==> src/rtl/mips_defs.sv <==
// rtl/mips_defs.sv - shared MIPS opcode/funct constants and W-stage decode enums
package mips_defs;

    localparam logic [5:0] OP_RTYPE = 6'h00;
    localparam logic [5:0] OP_J     = 6'h02;
    localparam logic [5:0] OP_JAL   = 6'h03;
    localparam logic [5:0] OP_BEQ   = 6'h04;
    localparam logic [5:0] OP_BNE   = 6'h05;
    localparam logic [5:0] OP_ADDIU = 6'h09;
    localparam logic [5:0] OP_SLTI  = 6'h0a;
    localparam logic [5:0] OP_SLTIU = 6'h0b;
    localparam logic [5:0] OP_ANDI  = 6'h0c;
    localparam logic [5:0] OP_ORI   = 6'h0d;
    localparam logic [5:0] OP_XORI  = 6'h0e;
    localparam logic [5:0] OP_LUI   = 6'h0f;
    localparam logic [5:0] OP_LB    = 6'h20;
    localparam logic [5:0] OP_LH    = 6'h21;
    localparam logic [5:0] OP_LW    = 6'h23;
    localparam logic [5:0] OP_LBU   = 6'h24;
    localparam logic [5:0] OP_LHU   = 6'h25;
    localparam logic [5:0] OP_SB    = 6'h28;
    localparam logic [5:0] OP_SH    = 6'h29;
    localparam logic [5:0] OP_SW    = 6'h2b;

    localparam logic [5:0] F_SLL   = 6'h00;
    localparam logic [5:0] F_SRL   = 6'h02;
    localparam logic [5:0] F_SRA   = 6'h03;
    localparam logic [5:0] F_SLLV  = 6'h04;
    localparam logic [5:0] F_SRLV  = 6'h06;
    localparam logic [5:0] F_SRAV  = 6'h07;
    localparam logic [5:0] F_JR    = 6'h08;
    localparam logic [5:0] F_JALR  = 6'h09;
    localparam logic [5:0] F_MFHI  = 6'h10;
    localparam logic [5:0] F_MTHI  = 6'h11;
    localparam logic [5:0] F_MFLO  = 6'h12;
    localparam logic [5:0] F_MTLO  = 6'h13;
    localparam logic [5:0] F_MULT  = 6'h18;
    localparam logic [5:0] F_MULTU = 6'h19;
    localparam logic [5:0] F_DIV   = 6'h1a;
    localparam logic [5:0] F_DIVU  = 6'h1b;
    localparam logic [5:0] F_ADDU  = 6'h21;
    localparam logic [5:0] F_SUBU  = 6'h23;
    localparam logic [5:0] F_AND   = 6'h24;
    localparam logic [5:0] F_OR    = 6'h25;
    localparam logic [5:0] F_XOR   = 6'h26;
    localparam logic [5:0] F_NOR   = 6'h27;
    localparam logic [5:0] F_SLT   = 6'h2a;
    localparam logic [5:0] F_SLTU  = 6'h2b;

    typedef enum logic [2:0] {LD_W, LD_B, LD_BU, LD_H, LD_HU} ld_kind_e;
    typedef enum logic [1:0] {WD_ALU, WD_MEM, WD_PC8} wd_sel_e;
    typedef enum logic [1:0] {DST_NONE, DST_RD, DST_RT, DST_RA} dst_e;

endpackage

==> src/rtl/pipeline_mw_if.sv <==
// rtl/pipeline_mw_if.sv - M-stage inputs and W-stage outputs of the M/W pipeline register
interface pipeline_mw_if;
    logic        En;
    logic        Clr;
    logic [31:0] Instr_M;
    logic [31:0] PCPlus4_M;
    logic [31:0] ALUOutput_M;
    logic [31:0] MemOut;
    logic [31:0] Instr_W;
    logic [31:0] PCPlus4_W;
    logic        RegWrite_W;
    logic [4:0]  A3_W;
    logic [31:0] RFWD_W;
    logic        Valid_W;
    logic [31:0] RetireCnt;

    modport master (
        output En, Clr, Instr_M, PCPlus4_M, ALUOutput_M, MemOut,
        input  Instr_W, PCPlus4_W, RegWrite_W, A3_W, RFWD_W, Valid_W, RetireCnt
    );

    modport slave (
        input  En, Clr, Instr_M, PCPlus4_M, ALUOutput_M, MemOut,
        output Instr_W, PCPlus4_W, RegWrite_W, A3_W, RFWD_W, Valid_W, RetireCnt
    );
endinterface

==> src/rtl/pipeline_mw_load_ext.sv <==
// rtl/pipeline_mw_load_ext.sv - load data byte/halfword selection and extension
import mips_defs::*;

module load_ext (
    input  logic [31:0] word_i,
    input  logic [1:0]  a_i,
    input  ld_kind_e    kind_i,
    output logic [31:0] result_o
);
    logic [7:0]  byte_sel;
    logic [15:0] half_sel;

    always_comb begin
        byte_sel = 8'h00;
        case (a_i)
            2'd0: byte_sel = word_i[7:0];
            2'd1: byte_sel = word_i[15:8];
            2'd2: byte_sel = word_i[23:16];
            2'd3: byte_sel = word_i[31:24];
            default: byte_sel = word_i[7:0];
        endcase
        // a_i[0] is deliberately ignored for halfwords: misaligned lh/lhu is not trapped
        half_sel = a_i[1] ? word_i[31:16] : word_i[15:0];

        result_o = word_i;
        case (kind_i)
            LD_B:    result_o = {{24{byte_sel[7]}}, byte_sel};
            LD_BU:   result_o = {24'h000000, byte_sel};
            LD_H:    result_o = {{16{half_sel[15]}}, half_sel};
            LD_HU:   result_o = {16'h0000, half_sel};
            default: result_o = word_i;
        endcase
    end
endmodule

==> src/rtl/pipeline_mw.sv <==
// rtl/pipeline_mw.sv - M/W pipeline register, writeback decode/select and retire counter
// Optional MW_TRACE_EN prints a register-write trace line on each committed write.
import mips_defs::*;

module pipeline_mw (
    input  logic          CLK,
    input  logic          Reset,
    pipeline_mw_if.slave  mw
);
    logic [31:0] instr_q, instr_d;
    logic [31:0] pc4_q, pc4_d;
    logic [31:0] alu_q, alu_d;
    logic [31:0] mem_q, mem_d;
    logic        valid_q, valid_d;
    logic [31:0] retire_cnt_q, retire_cnt_d;

    dst_e        dst;
    wd_sel_e     wd_sel;
    ld_kind_e    ld_kind;
    logic [5:0]  op;
    logic [5:0]  fn;
    logic [4:0]  a3;
    logic        reg_write;
    logic [31:0] ld_result;
    logic [31:0] rfwd;

    always_comb begin
        instr_d = instr_q;
        pc4_d   = pc4_q;
        alu_d   = alu_q;
        mem_d   = mem_q;
        valid_d = valid_q;
        if (mw.Clr) begin
            instr_d = 32'h0;
            pc4_d   = 32'h0;
            alu_d   = 32'h0;
            mem_d   = 32'h0;
            valid_d = 1'b0;
        end else if (mw.En) begin
            instr_d = mw.Instr_M;
            pc4_d   = mw.PCPlus4_M;
            alu_d   = mw.ALUOutput_M;
            mem_d   = mw.MemOut;
            valid_d = 1'b1;
        end
        // Counts the instruction currently in W, independent of En/Clr this edge
        retire_cnt_d = valid_q ? retire_cnt_q + 32'd1 : retire_cnt_q;
    end

    always_ff @(posedge CLK or negedge Reset) begin
        if (!Reset) begin
            instr_q      <= 32'h0;
            pc4_q        <= 32'h0;
            alu_q        <= 32'h0;
            mem_q        <= 32'h0;
            valid_q      <= 1'b0;
            retire_cnt_q <= 32'h0;
        end else begin
            instr_q      <= instr_d;
            pc4_q        <= pc4_d;
            alu_q        <= alu_d;
            mem_q        <= mem_d;
            valid_q      <= valid_d;
            retire_cnt_q <= retire_cnt_d;
        end
    end

    assign op = instr_q[31:26];
    assign fn = instr_q[5:0];

    always_comb begin
        dst     = DST_NONE;
        wd_sel  = WD_ALU;
        ld_kind = LD_W;
        case (op)
            OP_RTYPE: begin
                case (fn)
                    F_ADDU, F_SUBU, F_AND, F_OR, F_NOR, F_XOR, F_SLT, F_SLTU,
                    F_SLL, F_SRL, F_SRA, F_SLLV, F_SRLV, F_SRAV, F_MFHI, F_MFLO:
                        dst = DST_RD;
                    F_JALR: begin
                        dst    = DST_RD;
                        wd_sel = WD_PC8;
                    end
                    F_JR, F_MTHI, F_MTLO, F_MULT, F_MULTU, F_DIV, F_DIVU:
                        dst = DST_NONE;
                    default: dst = DST_NONE;
                endcase
            end
            OP_ADDIU, OP_ANDI, OP_ORI, OP_XORI, OP_LUI, OP_SLTI, OP_SLTIU:
                dst = DST_RT;
            OP_LW:  begin dst = DST_RT; wd_sel = WD_MEM; ld_kind = LD_W;  end
            OP_LB:  begin dst = DST_RT; wd_sel = WD_MEM; ld_kind = LD_B;  end
            OP_LBU: begin dst = DST_RT; wd_sel = WD_MEM; ld_kind = LD_BU; end
            OP_LH:  begin dst = DST_RT; wd_sel = WD_MEM; ld_kind = LD_H;  end
            OP_LHU: begin dst = DST_RT; wd_sel = WD_MEM; ld_kind = LD_HU; end
            OP_JAL: begin dst = DST_RA; wd_sel = WD_PC8; end
            OP_J, OP_BEQ, OP_BNE, OP_SB, OP_SH, OP_SW:
                dst = DST_NONE;
            default: dst = DST_NONE;
        endcase
    end

    always_comb begin
        a3 = 5'd0;
        case (dst)
            DST_RD:  a3 = instr_q[15:11];
            DST_RT:  a3 = instr_q[20:16];
            DST_RA:  a3 = 5'd31;
            default: a3 = 5'd0;
        endcase
    end

    assign reg_write = (dst != DST_NONE) && (a3 != 5'd0) && valid_q;

    load_ext u_load_ext (
        .word_i   (mem_q),
        .a_i      (alu_q[1:0]),
        .kind_i   (ld_kind),
        .result_o (ld_result)
    );

    always_comb begin
        rfwd = alu_q;
        case (wd_sel)
            WD_MEM:  rfwd = ld_result;
            WD_PC8:  rfwd = pc4_q + 32'd4;
            default: rfwd = alu_q;
        endcase
    end

    assign mw.Instr_W    = instr_q;
    assign mw.PCPlus4_W  = pc4_q;
    assign mw.RegWrite_W = reg_write;
    assign mw.A3_W       = a3;
    assign mw.RFWD_W     = rfwd;
    assign mw.Valid_W    = valid_q;
    assign mw.RetireCnt  = retire_cnt_q;

`ifdef MW_TRACE_EN
    always @(posedge CLK) begin
        if (Reset && mw.En && reg_write)
            $display("%d@%h: $%02d <= %h", $time, pc4_q - 32'd4, a3, rfwd);
    end
`endif

endmodule

==> src/flat_wrapper.sv <==
// flat-port wrapper written by rule: the top's interface ports become plain ports
module pipeline_mw_flat 
  (CLK, Reset, mw_En, mw_Clr, mw_Instr_M, mw_PCPlus4_M, mw_ALUOutput_M, mw_MemOut, mw_Instr_W, mw_PCPlus4_W, mw_RegWrite_W, mw_A3_W, mw_RFWD_W, mw_Valid_W, mw_RetireCnt);
  pipeline_mw_if mw_i ();
  input  logic CLK;
  input  logic Reset;
  input wire logic [$bits(mw_i.En)-1:0] mw_En;
  input wire logic [$bits(mw_i.Clr)-1:0] mw_Clr;
  input wire logic [$bits(mw_i.Instr_M)-1:0] mw_Instr_M;
  input wire logic [$bits(mw_i.PCPlus4_M)-1:0] mw_PCPlus4_M;
  input wire logic [$bits(mw_i.ALUOutput_M)-1:0] mw_ALUOutput_M;
  input wire logic [$bits(mw_i.MemOut)-1:0] mw_MemOut;
  output wire logic [$bits(mw_i.Instr_W)-1:0] mw_Instr_W;
  output wire logic [$bits(mw_i.PCPlus4_W)-1:0] mw_PCPlus4_W;
  output wire logic [$bits(mw_i.RegWrite_W)-1:0] mw_RegWrite_W;
  output wire logic [$bits(mw_i.A3_W)-1:0] mw_A3_W;
  output wire logic [$bits(mw_i.RFWD_W)-1:0] mw_RFWD_W;
  output wire logic [$bits(mw_i.Valid_W)-1:0] mw_Valid_W;
  output wire logic [$bits(mw_i.RetireCnt)-1:0] mw_RetireCnt;
  assign mw_i.En = mw_En;
  assign mw_i.Clr = mw_Clr;
  assign mw_i.Instr_M = mw_Instr_M;
  assign mw_i.PCPlus4_M = mw_PCPlus4_M;
  assign mw_i.ALUOutput_M = mw_ALUOutput_M;
  assign mw_i.MemOut = mw_MemOut;
  assign mw_Instr_W = mw_i.Instr_W;
  assign mw_PCPlus4_W = mw_i.PCPlus4_W;
  assign mw_RegWrite_W = mw_i.RegWrite_W;
  assign mw_A3_W = mw_i.A3_W;
  assign mw_RFWD_W = mw_i.RFWD_W;
  assign mw_Valid_W = mw_i.Valid_W;
  assign mw_RetireCnt = mw_i.RetireCnt;
  pipeline_mw u_core (.CLK(CLK), .Reset(Reset), .mw(mw_i));
endmodule
==> config.mk <==
export PLATFORM = sky130hd
export DESIGN_NAME = pipeline_mw_flat
export DESIGN_NICKNAME = d
export VERILOG_FILES = /design/src/rtl/mips_defs.sv /design/src/rtl/pipeline_mw_if.sv /design/src/rtl/pipeline_mw_load_ext.sv /design/src/rtl/pipeline_mw.sv /design/src/flat_wrapper.sv
export SDC_FILE = /design/constraint.sdc
export NUM_CORES = 1
export LEC_CHECK = 0
export ABC_AREA = 1
export CAP_MARGIN = 15
export CORE_UTILIZATION = 40
export DETAILED_ROUTE_END_ITERATION = 16
export GPL_ROUTABILITY_DRIVEN = 0
export PLACE_DENSITY = 0.8
export SLEW_MARGIN = 0
export SYNTH_ARGS = -nofsm -noshare
export SYNTH_HDL_FRONTEND = slang
export SYNTH_SLANG_ARGS = --single-unit
==> constraint.sdc <==
create_clock -name CLK -period 8 [get_ports CLK]
set_input_delay 2.4 -clock CLK [delete_from_list [all_inputs] [get_ports CLK]]
set_output_delay 2.4 -clock CLK [all_outputs]
set_load 0.01 [all_outputs]
==> results.yml <==
global_route:
  grt_pass1_vias: 8874
  grt_pass1_wl_mm: 48.05
  grt-ovfl-total: 0
  grt_max_degree: 99
  grtUsageTotal_pct: 27.45
  antenna_found_initial: 1
logic_synthesis:
  syn_area_sq_um: 8927
  syn_inst: 1155
  synth.avg_cell_area_sq_um: 7.729
  ys_warn_count: 0
  synth.distinct_cells: 39
  ys_seq_area_share_pct: 45.13
  syn_nets: 1291
  ys_seq_elements: 161
hold_path:
  min_from: "u_core.mw.RetireCnt[25]$_DFFE_PN0P_"
  hold_path_depth: 1
  worstHoldEndpoint: "u_core.mw.RetireCnt[25]$_DFFE_PN0P_"
  hold_path.class: "reg2reg"
sta:
  period_needed_ns: 6.578
  clock.fmax_ghz: 0.1520
  rsz0062_at_grt: "false"
  finalSetupTns_ns: 0
  slew_headroom_pct: 21.09
  post-route-period-util_pct: 82.22
  skew_ns: 0.009595
  worstMarginPinSlew_ns: 1.182
  hold_viol: 0
  setup_violations: 0
  drv_slew: 0
floorplan:
  core-area_sq_um: 21820
  initial_utilization_pct: 40.91
  io_pins: 267
  die_height_microns: 151.4
  rows: 54
  dieArea_sq_um: 22920
  die_w_microns: 151.4
power_and_ir_drop:
  power.share.switching_pct: 29.22
  p_switching_uw: 635.5
  power_uw: 2175
  powerDensity_nw_per_um2: 176.5
  vdd_ir_drop_max_v: 0.0001268
  internal-power_uw: 1540
  p_leak_uw: 0.005404
  pwr-share-comb_pct: 20.1
  p_clk_share_pct: 37.5
  p_seq_share_pct: 42.4
critical_path:
  worstPathRequired_ns: 5.60
  r2r_slack_ns: 6.18
  critPathArrivalTime_ns: 4.18
  r2r_start: "u_core.mw.RetireCnt[0]$_DFFE_PN0P_"
  worstSetupPathType: "reg2out"
  cp-end-kind: "primary output"
  ff2ff_path_depth: 11
  critPathLaunchType: "register"
  r2r_end: "u_core.mw.RetireCnt[28]$_DFFE_PN0P_"
  cp_max_fo: 26
clock_tree:
  ctsHoldBuffers: 0
  ctsRootBufferMaster: "clkbuf_16"
  cts_setup_buffers: 0
  clkTransAtPathRegs_ns: 0.06
  cts_tree: "yes"
  cts_resized: 0
  cts_buffers: 17
  clock_path_buffers: 2
  clock_latency_ns: 0.43
  cts.sinks: 161
  htreeDepth: 4
layout:
  area_delta_synth_final_pct: 38.02
  ff_latch_area_sq_um: 4029
  n_fill_cell: 1973
  multi_input_area_sq_um: 4200
  final_nets: 1513
  drive_gt1_share_pct: 5.324
  final_area_sq_um: 12320
placement:
  hpwlAfterDp_mm: 22.73
  place_area_sq_um: 11710
  portBuffers: 266
route:
  drc: 0
  wl_per_cell_microns: 18.72
  wl_met2_mm: 14.07
  drt_wl_total_mm: 31.28
  drtIter0Drc: 950
  ant_nets: 0
  dr_wl_met3_mm: 2.942
  met1_length_mm: 12.48
  first_pass_iters: 5
  vias: 9380
  routed.top_layer: "met4"
  via_per_inst: 5.613
outcome:
  outcome: "completed"
run:
  drv_cap: 0
[state kept, by name, summed over array words and instances, names as in the netlist]
signal	cells
u_core.mw.PCPlus4_W	32
u_core.alu_q	32
u_core.mw.Instr_W	32
u_core.mw.Valid_W	1
u_core.mem_q	32
u_core.mw.RetireCnt	32
[synth_stat cells (all sizes together)]
master	number	share of area (%)
nand4	13	0.91
a22oi	9	0.76
clkinv	2	0.084
o221ai	1	0.098
nor3	20	1.7
o21a	1	0.084
o211ai	36	3.0
a31oi	19	1.3
dfrtp	161	45
nand3	260	15
xnor2	12	1.2
clkbuf	55	2.3
nor2	68	3.6
nand3b	2	0.17
xor2	18	1.8
o21ai	92	5.2
buf	15	0.84
inv	109	4.6
o2111ai	1	0.098
nand2	222	9.7
a21oi	30	1.8
nor4	4	0.28
o31ai	1	0.084
ha	4	0.56
[critical path: stages, from the launching register on]
cell and delay, ns:
dfrtp_1 0.42, inv_1 0.23, nor2_1 0.20, inv_1 0.09, nor2_1 0.14, a31oi_1 0.07
nand3_1 0.13, inv_1 0.05, ha_1 0.80, inv_1 0.53, buf_16 0.30, a31oi_1 0.19
clkdlybuf4s50_1 0.59
[routing by layer]
metal	GRT usage [%]	vias up
met4	16.20	0
met5	0	-
met1	35.40	4423
met2	41.74	495
met3	6.536	108
li1	-	4354
[how the worst max path moves through the flow]
| stage | startpoint | endpoint | slack [ns] | cells after the start |
|---|---|---|---|---|
| floorplan | u_core.mw.Instr_W[30]$_DFFE_PN0P_ | mw_RFWD_W[11] | 3.45 | 13 |
| global placement | u_core.mw.Instr_W[30]$_DFFE_PN0P_ | mw_RFWD_W[11] | 2.03 | 12 |
| detailed placement | u_core.mw.Instr_W[26]$_DFFE_PN0P_ | mw_RFWD_W[11] | 1.84 | 11 |
| CTS | u_core.mw.Instr_W[26]$_DFFE_PN0P_ | mw_RFWD_W[11] | 1.36 | 11 |
| global route | u_core.mw.Instr_W[26]$_DFFE_PN0P_ | mw_RFWD_W[17] | 1.15 | 12 |
| finish | u_core.mw.Instr_W[26]$_DFFE_PN0P_ | mw_RFWD_W[11] | 1.42 | 12 |
[metrics by stage]
step	setup WS, ns	hold slack, ns	util (%)	instances
2_1_floorplan	3.451	0.4717	-	1155
3_3_place_gp	2.028	0.4624	53.65	1637
3_5_place_dp	1.841	0.4862	53.65	1637
4_1_cts	1.364	0.4956	56.32	1669
5_1_grt	1.145	0.5189	56.46	1671
6_report	1.422	0.4950	56.46	1671
[layout by cell type, fill, tap and decap left out, types with 9 or more instances in the layout]
cell type,Yosys,routed
o211ai_1,36,36
clkdlybuf4s50_1,0,264
o21ai_0,85,85
inv_1,105,104
a22oi_1,9,9
nand2_1,214,214
nand3_1,258,258
xor2_1,18,18
nor2_1,58,58
dfrtp_1,161,161
a21oi_1,29,29
a31oi_1,19,19
clkbuf_16,0,17
nand4_1,13,13
nor3_1,14,14
xnor2_1,12,12
[cell type report]
cell class / count / area share, %
well taps: 280 / 2.843
inverters: 111 / 3.422
clock buffers: 17 / 3.452
clock inverters: 15 / 1.290
diodes: 1 / 0.02031
flip-flops and latches: 161 / 32.70
repair buffers: 273 / 22.19
multi-input cells: 813 / 34.09
[cell families (layout without fill, tap and decap cells)]
logic type      count (synthesis)  in the layout  share of synthesized area [%]
compound gates                190            190                          12.45
xor+xnor                       30             30                          2.943
fa+ha+maj                       4              4                         0.5606
buf+inv                       181            416                          7.821
flops                         161            161                          45.13
other cells                     0              1                              0
simple gates                  589            589                          31.10
[power by group through the flow]
stage	clock network, uW	logic, uW	registers [uW]
after floorplan	0	179	935
after global placement	0	423	934
after detailed placement	0	431	935
after CTS	827	433	921
after global routing	862	475	928
final	816	437	922
Note: power is estimated with default switching activity, not from simulation.
